## src/rtl/pc_pkg.sv

```systemverilog
// Shared next-PC select encodings and default vectors for the program-counter unit.
package pc_pkg;

    typedef logic [2:0] next_sel_t;

    localparam next_sel_t SEL_SEQ = 3'd0;
    localparam next_sel_t SEL_BEQ = 3'd1;
    localparam next_sel_t SEL_BNE = 3'd2;
    localparam next_sel_t SEL_JAL = 3'd3;
    localparam next_sel_t SEL_JR  = 3'd4;
    localparam next_sel_t SEL_RET = 3'd5;

    localparam logic [31:0] DEF_RESET_VEC = 32'h0000_0000;
    localparam logic [31:0] DEF_TRAP_VEC  = 32'h0000_0100;

endpackage

```

## src/rtl/pc_ras.sv

```systemverilog
// Circular return-address stack with saturating count and sticky overflow flag.
// Push/pop take effect on the next edge; top entry is read combinationally.
module pc_ras #(
    parameter int ADDR_W = 32,
    parameter int DEPTH  = 4
) (
    input  logic              clock,
    input  logic              reset,
    input  logic              i_push,
    input  logic              i_pop,
    input  logic [ADDR_W-1:0] i_push_data,
    output logic [ADDR_W-1:0] o_top_data,
    output logic              o_empty,
    output logic              o_overflow
);

    localparam int PTR_W = $clog2(DEPTH);
    localparam int CNT_W = PTR_W + 1;
    localparam logic [CNT_W-1:0] CNT_FULL = CNT_W'(DEPTH);

    logic [ADDR_W-1:0] r_mem [DEPTH];
    logic [PTR_W-1:0]  r_top;
    logic [CNT_W-1:0]  r_count;
    logic              r_overflow;
    logic [PTR_W-1:0]  w_top_inc;

    assign w_top_inc  = r_top + PTR_W'(1);
    assign o_top_data = r_mem[r_top];
    assign o_empty    = (r_count == '0);
    assign o_overflow = r_overflow;

    always_ff @(posedge clock) begin
        if (reset) begin
            r_top      <= '0;
            r_count    <= '0;
            r_overflow <= 1'b0;
        end else if (i_push) begin
            // When full, the slot above top holds the oldest entry and is simply reused.
            r_top <= w_top_inc;
            if (r_count == CNT_FULL) begin
                r_overflow <= 1'b1;
            end else begin
                r_count <= r_count + CNT_W'(1);
            end
        end else if (i_pop && !o_empty) begin
            r_top   <= r_top - PTR_W'(1);
            r_count <= r_count - CNT_W'(1);
        end
    end

    always_ff @(posedge clock) begin
        if (i_push && !reset) begin
            r_mem[w_top_inc] <= i_push_data;
        end
    end

endmodule

```

## src/rtl/pc_unit.sv

```systemverilog
// Fetch PC with next-PC mux, trap/eret handling, saved EPC and call/return stack.
// pc updates one edge after its select inputs; stall holds pc, RAS and misalign.
module pc_unit
    import pc_pkg::*;
#(
    parameter int                ADDR_W    = 32,
    parameter logic [ADDR_W-1:0] RESET_VEC = ADDR_W'(DEF_RESET_VEC),
    parameter logic [ADDR_W-1:0] TRAP_VEC  = ADDR_W'(DEF_TRAP_VEC),
    parameter int                RAS_DEPTH = 4
) (
    input  logic              clock,
    input  logic              reset,
    input  logic              stall,
    input  logic [2:0]        next_sel,
    input  logic              zero,
    input  logic [ADDR_W-1:0] branch_target,
    input  logic [ADDR_W-1:0] jump_target,
    input  logic              trap,
    input  logic              eret,
    output logic [ADDR_W-1:0] pc,
    output logic [ADDR_W-1:0] pc_plus_4,
    output logic [ADDR_W-1:0] branch_base_addr,
    output logic [ADDR_W-1:0] epc,
    output logic              ras_empty,
    output logic              ras_overflow,
    output logic              misalign
);

    logic [ADDR_W-1:0] r_pc;
    logic [ADDR_W-1:0] r_epc;
    logic              r_misalign;

    logic [ADDR_W-1:0] w_pc_plus_4;
    logic [ADDR_W-1:0] w_raw_target;
    logic [ADDR_W-1:0] w_next_pc;
    logic [ADDR_W-1:0] w_ras_top;
    logic              w_taken;
    logic              w_push;
    logic              w_pop;
    logic              w_advance;
    logic              w_ras_empty;
    logic              w_ras_overflow;
    next_sel_t         w_sel;

    assign w_sel       = next_sel_t'(next_sel);
    assign w_pc_plus_4 = r_pc + ADDR_W'(4);
    assign w_advance   = !trap && !eret && !stall;

    always_comb begin
        w_taken      = 1'b0;
        w_raw_target = '0;
        w_push       = 1'b0;
        w_pop        = 1'b0;
        case (w_sel)
            SEL_BEQ: begin
                w_taken      = zero;
                w_raw_target = branch_target;
            end
            SEL_BNE: begin
                w_taken      = !zero;
                w_raw_target = branch_target;
            end
            SEL_JAL: begin
                w_taken      = 1'b1;
                w_raw_target = branch_target;
                w_push       = 1'b1;
            end
            SEL_JR: begin
                w_taken      = 1'b1;
                w_raw_target = jump_target;
            end
            SEL_RET: begin
                // An empty stack falls back to the register value instead of predicting.
                w_taken      = 1'b1;
                w_raw_target = w_ras_empty ? jump_target : w_ras_top;
                w_pop        = !w_ras_empty;
            end
            default: begin
                w_taken = 1'b0;
            end
        endcase
    end

    assign w_next_pc = w_taken ? {w_raw_target[ADDR_W-1:2], 2'b00} : w_pc_plus_4;

    always_ff @(posedge clock) begin
        if (reset) begin
            r_pc       <= RESET_VEC;
            r_epc      <= '0;
            r_misalign <= 1'b0;
        end else if (trap) begin
            r_pc  <= TRAP_VEC;
            r_epc <= r_pc;
        end else if (eret) begin
            r_pc <= r_epc;
        end else if (!stall) begin
            r_pc       <= w_next_pc;
            r_misalign <= w_taken && (w_raw_target[1:0] != 2'b00);
        end
    end

    pc_ras #(
        .ADDR_W (ADDR_W),
        .DEPTH  (RAS_DEPTH)
    ) u_ras (
        .clock       (clock),
        .reset       (reset),
        .i_push      (w_push && w_advance),
        .i_pop       (w_pop && w_advance),
        .i_push_data (w_pc_plus_4),
        .o_top_data  (w_ras_top),
        .o_empty     (w_ras_empty),
        .o_overflow  (w_ras_overflow)
    );

    assign pc               = r_pc;
    assign pc_plus_4        = w_pc_plus_4;
    assign branch_base_addr = r_pc;
    assign epc              = r_epc;
    assign ras_empty        = w_ras_empty;
    assign ras_overflow     = w_ras_overflow;
    assign misalign         = r_misalign;

endmodule
```

## config.mk

```make
export PLATFORM = sky130hd
export DESIGN_NAME = pc_unit
export DESIGN_NICKNAME = d
export VERILOG_FILES = /design/src/rtl/pc_pkg.sv /design/src/rtl/pc_ras.sv /design/src/rtl/pc_unit.sv
export SDC_FILE = /design/constraint.sdc
export NUM_CORES = 1
export LEC_CHECK = 0
export ABC_AREA = 1
export BUFFER_PORTS_ARGS = -buffer_cell sky130_fd_sc_hd__buf_4
export CAP_MARGIN = 20
export CORE_MARGIN = 1
export CORE_UTILIZATION = 35
export DETAILED_ROUTE_END_ITERATION = 16
export HOLD_SLACK_MARGIN = 0.03
export PLACE_DENSITY_LB_ADDON = 0.08
export SLEW_MARGIN = 40
export SYNTH_ARGS = -nofsm -noshare
export SYNTH_HDL_FRONTEND = slang
export SYNTH_HIERARCHICAL = 1
export SYNTH_SLANG_ARGS = --single-unit
```

## constraint.sdc

```tcl
create_clock -name clock -period 12.4 [get_ports clock]
set_clock_uncertainty 0.2 [all_clocks]
set_input_delay 1.86 -clock clock [delete_from_list [all_inputs] [get_ports clock]]
set_output_delay 1.86 -clock clock [all_outputs]
set_load 0.1 [all_outputs]
```

==> results of run 1 <==
## flip-flops by register name, indices dropped and copies added, names as in the netlist, named ones only
signal	flops
branch_base_addr	32
u_ras/r_top	2
misalign	1
u_ras/r_mem	128
epc	32
u_ras/o_overflow	1
u_ras/r_count	3
## power groups by stage
stage / sequential, µW / clock [µW] / combinational (µW)
after floorplan: 815 / 0 / 135
after global placement: 749 / 0 / 279
after detailed placement: 749 / 0 / 280
after CTS: 735 / 654 / 280
after global routing: 737 / 679 / 294
final: 735 / 640 / 280
## synth_stat cells, types with 5 or more instances
cell type  count  area, µm²
xor2_1        14        123
o22ai_1       32        200
o211ai_1       7       52.6
nand2_2       12       75.1
clkbuf_1      22       82.6
nand2_1      240        901
nor2_1       158        593
dfxtp_1       73       1460
o21ai_0      135        676
a21oi_1       66        330
ha_1           5       62.6
nand3_1       35        175
buf_6          9        101
edfxtp_1     128       3840
inv_2          7       26.3
buf_2         16       80.1
and3_1         7       43.8
nand4_1       12       75.1
inv_1         87        327
nor2_2        12       75.1
o21ai_1       32        160
buf_4         41        308
## cell type report
class	instances	area, µm²	area share (%)
Sequential cell	201	5310	43.2
Timing Repair Buffer	211	1580	12.9
Inverter	96	368	2.99
Multi-Input combinational cell	798	3850	31.4
Tap cell	378	473	3.85
Clock buffer	33	654	5.32
Clock inverter	9	51.3	0.417
## worst max-delay path: cells and delay by family (launching register included)
kind / cells / cell delay (ns)
flops: 1 / 0.48
xor+xnor: 1 / 0.59
buf+inv: 3 / 0.75
simple gates: 4 / 0.51
## worst max path at each step
| stage | depth (start not counted) | slack [ns] | startpoint | endpoint |
|---|---|---|---|---|
| 6_report | 8 | 7.47 | branch_base_addr[2] | pc_plus_4[19] |
| 5_1_grt | 8 | 7.31 | branch_base_addr[2] | pc_plus_4[19] |
| 4_1_cts | 8 | 7.48 | branch_base_addr[2] | pc_plus_4[19] |
| 3_5_place_dp | 9 | 7.46 | eret | u_ras/r_mem[3][27] |
| 3_3_place_gp | 9 | 7.22 | eret | u_ras/r_mem[3][27] |
| 2_1_floorplan | 5 | 6.36 | branch_base_addr[2] | pc_plus_4[25] |
## metrics by stage
| step | worst slack (ns) | std cells | instance area [µm²] | utilization [%] | hold slack, ns |
|---|---|---|---|---|---|
| 2_1_floorplan | 6.36 | 1183 | 10100 | - | 0.335 |
| 6_report | 7.47 | 1726 | 12300 | 43.8 | 0.281 |
| 4_1_cts | 7.48 | 1726 | 12300 | 43.8 | 0.280 |
| 3_5_place_dp | 7.46 | 1684 | 11600 | 41.3 | 0.272 |
| 3_3_place_gp | 7.22 | 1684 | 11600 | 41.2 | 0.271 |
| 5_1_grt | 7.31 | 1726 | 12300 | 43.8 | 0.310 |
## logic make-up after synthesis
kind of cell	share of synthesized area, %
and+or+nand+nor	20.8
AOI/OAI and AO/OA	14.7
xor gates and xnor gates	1.71
DFF	52.6
adders and majority gates	0.819
buffers and inverters	9.32
## layer usage
metal / track usage, % / vias to the layer above
li1: - / 4242
met1: 33.0 / 4099
met2: 36.1 / 323
met3: 3.73 / 52
met4: 8.11 / 0
met5: 0 / -
==> results.cfg, run 1 <==
[critical_path]
timing.critical_path.from_type = flop
regToRegStartpoint = u_ras/r_count[0]
worstPathMaxFanout = 9
worst-endpoint-required_ns = 10.34
r2r-end = u_ras/r_top[1]
crit_top_cell = nand2_2
timing.setup.critical_path_class = flop to output port
regToRegSetupSlack_ns = 9.03
critical_path_cell_by_cell = inv_1, nor2_1, nand2_2, inv_2, nand2_2, nor2_2, xor2_1, buf_4
signal_arrival_time_at_the_worst_endpoint_ns = 2.87
critical-path-max-stage-delay_ns = 0.59
critical-path-slowest-cell = xor2_1
reg2reg_depth = 13
critPathCaptureType = output port

[min_path]
holdCritPathClass = flop to flop
hp-start = epc[0]
min_delay_worst_endpoint = branch_base_addr[0]
whs_path_depth = 2

[global_routing]
grt_max_degree = 66
global_route_wire_length_before_repair_mm = 50.6
grt.total_usage_pct = 23.4
globalRoute.totalOverflow = 0
via_count_of_the_first_global_routing_pass = 8182
antenna_found_initial = 0

[synthesis]
mappedNetlistArea_um2 = 10100
synth-seq-area-share_pct = 52.6
syn-num-nets = 1262
synth_edf_count = 128
postSynth.topFlopCell = edfxtp_1
synthCells = 1183
syn_avg_cell_area_um2 = 8.52
yosys_warnings = 6
async_flop_share_pct = 0
ys_ff_latch = 201
ys_types = 42

[floorplan]
die_area_um2 = 29500
die_x_um = 172
placementRows = 61
core_area_um2 = 28100
die_height_um = 172
io_pins = 204
floorplan.initialDensity_pct = 35.9

[status]
outcome = completed

[pwr]
power_consumption_uw = 1660
swShare_pct = 30.7
power.combinational.fraction_pct = 16.9
clkPwrFrac_pct = 38.7
worst_case_vdd_ir_drop_mv = 0.0910
powerDensity_nw_per_um2 = 135
part_of_the_power_in_registers_pct = 44.4
leakage_uw = 0.00494
power_switching_uw = 508
internal_power_uw = 1150

[clock_network]
cts-resized-gates = 0
clock_tree.root_cell = clkbuf_16
hold_buffers = 0
clk_pin_slew_ns = 0.06
cts-buffers-inserted = 24
cts_sinks = 201
ctsLongestPathBuffers = 3
post_cts_buffers = 0
cts_tree = built
cts.htree.levels = 1
clock_insertion_delay_worst_skew_ns = 0.53

[timing]
timing.fmax_mhz = 203
grt_setup_unrepaired = no
finalCriticalPeriod_ns = 4.93
drv_slew = 0
post-route-period-util_pct = 39.7
relSlewSlack_pct = 43.9
setup_total_negative_slack_ns = 0
final_hold_viol_count = 0
worst-slew-pin-transition_ns = 0.841
setup_viol_count_final = 0

[final_layout]
post_route_cells_drive_above_1_share_pct = 22.0
diodes = 0
layout.cells.most_common_list = 240 x nand2_1, 211 x buf_4, 152 x nor2_1
filler_cell_count = 2882
mostFrequentLayoutCell = nand2_1
final_net_count = 1411
areaGrowthSynthToFinish_pct = 22.0

[routing]
met1Wirelength_mm = 15.7
average_vias_per_placed_instance = 5.05
maxUsedRoutingLayer = met4
via_count = 8716
total_detailed_routing_wirelength_mm = 34.4
post-route-drc-count = 0
first_pass_drt_iterations = 5
wl_met3_mm = 2.08
detailedRoute.firstIterationViolations = 661
post_route_antenna_net_violation_count = 0
wire_per_inst_um = 19.9
wl_met2_mm = 15.5

[placement]
routabilityCongestion = 0.908
portBuffers = 203
detailed_place_hpwl_mm = 25.0

[flow_run]
max-cap-violations = 0
Note: power is estimated with default switching activity, not from simulation.
==> inputs of run 2 (changes only) <==
==> constraint.sdc (replaced) <==
create_clock -name clock -period 4.2 [get_ports clock]
set_clock_uncertainty 0.2 [all_clocks]
set_input_delay 0.63 -clock clock [delete_from_list [all_inputs] [get_ports clock]]
set_output_delay 0.63 -clock clock [all_outputs]
set_load 0.1 [all_outputs]
==> run 2 against run 1 <==
Effect of this change: clock power rose to 3.1 times the previous value; worst setup slack got worse by 6.8 ns; critical endpoint is now pc_plus_4[24]; critical path type unchanged; combinational power rose to 3.0 times the previous value; utilization rose by 0.61 points; via count rose by 0.39%.
==> results.cfg, run 2 (synthesis results as in run 1) <==
[placement]
place.detailed.instances = 1694
portBuffers = 203
routabilityCongestion = 0.840
detailed_place_hpwl_mm = 24.8
detailedPlace.worstSlack_ns = 0.804

[routing]
first_pass_drt_iterations = 6
total_detailed_routing_wirelength_mm = 34.6
via_count = 8750
average_vias_per_placed_instance = 5.03
post-route-drc-count = 0
post_route_antenna_net_violation_count = 0
detailedRoute.firstIterationViolations = 670
wire_per_inst_um = 19.9

[global_routing]
grt.total_usage_pct = 23.4
via_count_of_the_first_global_routing_pass = 8213
global_route_wire_length_before_repair_mm = 50.7
grt_max_degree = 65
globalRoute.totalOverflow = 0
antenna_found_initial = 0

[clock_network]
clock_tree.root_cell = clkbuf_16
clock_insertion_delay_worst_skew_ns = 0.53
hold_buffers = 0
cts.htree.levels = 1
cts-buffers-inserted = 24
cts_sinks = 201
cts_tree = built
cts-resized-gates = 0
clk_pin_slew_ns = 0.06
ctsLongestPathBuffers = 3
post_cts_buffers = 0

[final_layout]
final_net_count = 1421
mostFrequentLayoutCell = nand2_1
regMostFlops = u_ras/r_mem
areaGrowthSynthToFinish_pct = 23.7
post_route_cells_drive_above_1_share_pct = 22.8
post-route-util_pct = 44.4
diodes = 0
stdcell_count = 1738
regArea_um2 = 5310
largest_register_ffs = 128
multiInputGateArea_um2 = 3890
filler_cell_count = 2905
layout.cells.most_common_list = 240 x nand2_1, 220 x buf_4, 153 x nor2_1

[timing]
grt_setup_unrepaired = no
drv_slew = 0
post-route-period-util_pct = 83.5
setup_viol_count_final = 0
final_hold_viol_count = 0
timing.fmax_mhz = 285
relSlewSlack_pct = 45.2
minimum_setup_slack_in_the_final_design_ns = 0.692
worst-slew-pin-transition_ns = 0.820
finalCriticalPeriod_ns = 3.51
setup_total_negative_slack_ns = 0

[critical_path]
worst-endpoint-required_ns = 3.37
worst_setup_sp = branch_base_addr[2]
timing.setup.critical_path_class = flop to output port
timing.critical_path.from_type = flop
critPathCaptureType = output port
regToRegStartpoint = u_ras/r_count[0]
worstPathMaxFanout = 7
signal_arrival_time_at_the_worst_endpoint_ns = 2.68

[floorplan]
io_pins = 204
die_area_um2 = 29500
placementRows = 61
die_height_um = 172
core_area_um2 = 28100
floorplan.initialDensity_pct = 35.9
die_x_um = 172

[pwr]
worst_case_vdd_ir_drop_mv = 0.243
powerDensity_nw_per_um2 = 402
leakage_uw = 0.00501

[min_path]
hp-start = reset
holdCritPathClass = primary input to flop

[status]
outcome = completed

[flow_run]
max-cap-violations = 0
==> run 2: cell types whose count changed in the layout (fill, tap and decap cells not counted), moves of 2 or more <==
cell,delta
buf_4,+9
bufinv_16,+2
clkbuf_8,-2
clkinv_1,+3
xor2_1,-5
xor2_2,+4
==> run 2: final cells by class <==
| cell class | count | area share [%] |
|---|---|---|
| Clock buffer | 30 | 5.00 |
| Sequential cell | 201 | 42.6 |
| Multi-Input combinational cell | 798 | 31.3 |
| Timing Repair Buffer | 221 | 13.4 |
| Tap cell | 378 | 3.80 |
| Inverter | 96 | 2.95 |
| Clock inverter | 14 | 1.00 |
==> run 2: final timing paths <==
kind / end / slack [ns] / cells past startpoint
worst max-delay path: pc_plus_4[24] / 0.69 / 9
worst min-delay path: branch_base_addr[8] / 0.18 / 2
worst max register to register: branch_base_addr[25] / 1.50 / 11
worst min register to register: misalign / 0.29 / 2
==> run 2: routing by layer <==
| layer | up-vias | share of wire, % | track usage, % |
|---|---|---|---|
| li1 | 4276 | - | - |
| met1 | 4100 | 46 | 33.6 |
| met2 | 329 | 45 | 36.7 |
| met3 | 45 | 6.8 | 2.92 |
| met4 | 0 | 2.6 | 6.56 |
| met5 | - | 0 | 0 |
==> run 2: power breakdown <==
part	switching (µW)	leakage (µW)	internal, µW
Clock	825	0.000361	1170
Combinational	648	0.00292	188
Sequential	45.9	0.00173	2130
Total	1520	0.00501	3490
==> run 2: metrics by stage <==
| stage | area (µm²) | hold WS, ns | power [µW] |
|---|---|---|---|
| after global placement | 11700 | 0.279 | 3050 |
| after detailed placement | 11700 | 0.279 | 3050 |
| after CTS | 12500 | 0.154 | 5030 |
| final | 12500 | 0.176 | 5010 |
| after floorplan | 10100 | 0.335 | 2810 |
| after global routing | 12500 | 0.174 | 5160 |
==> run 2: critical path, stage by stage (launching register included) <==
cell and delay [ns]:
dfxtp_1 0.47, ha_1 0.27, nand2_2 0.08, nor2_2 0.10, nand2_2 0.15, nor2_8 0.19, nand2_4 0.08, nor2_4 0.10
xor2_2 0.35, buf_4 0.37
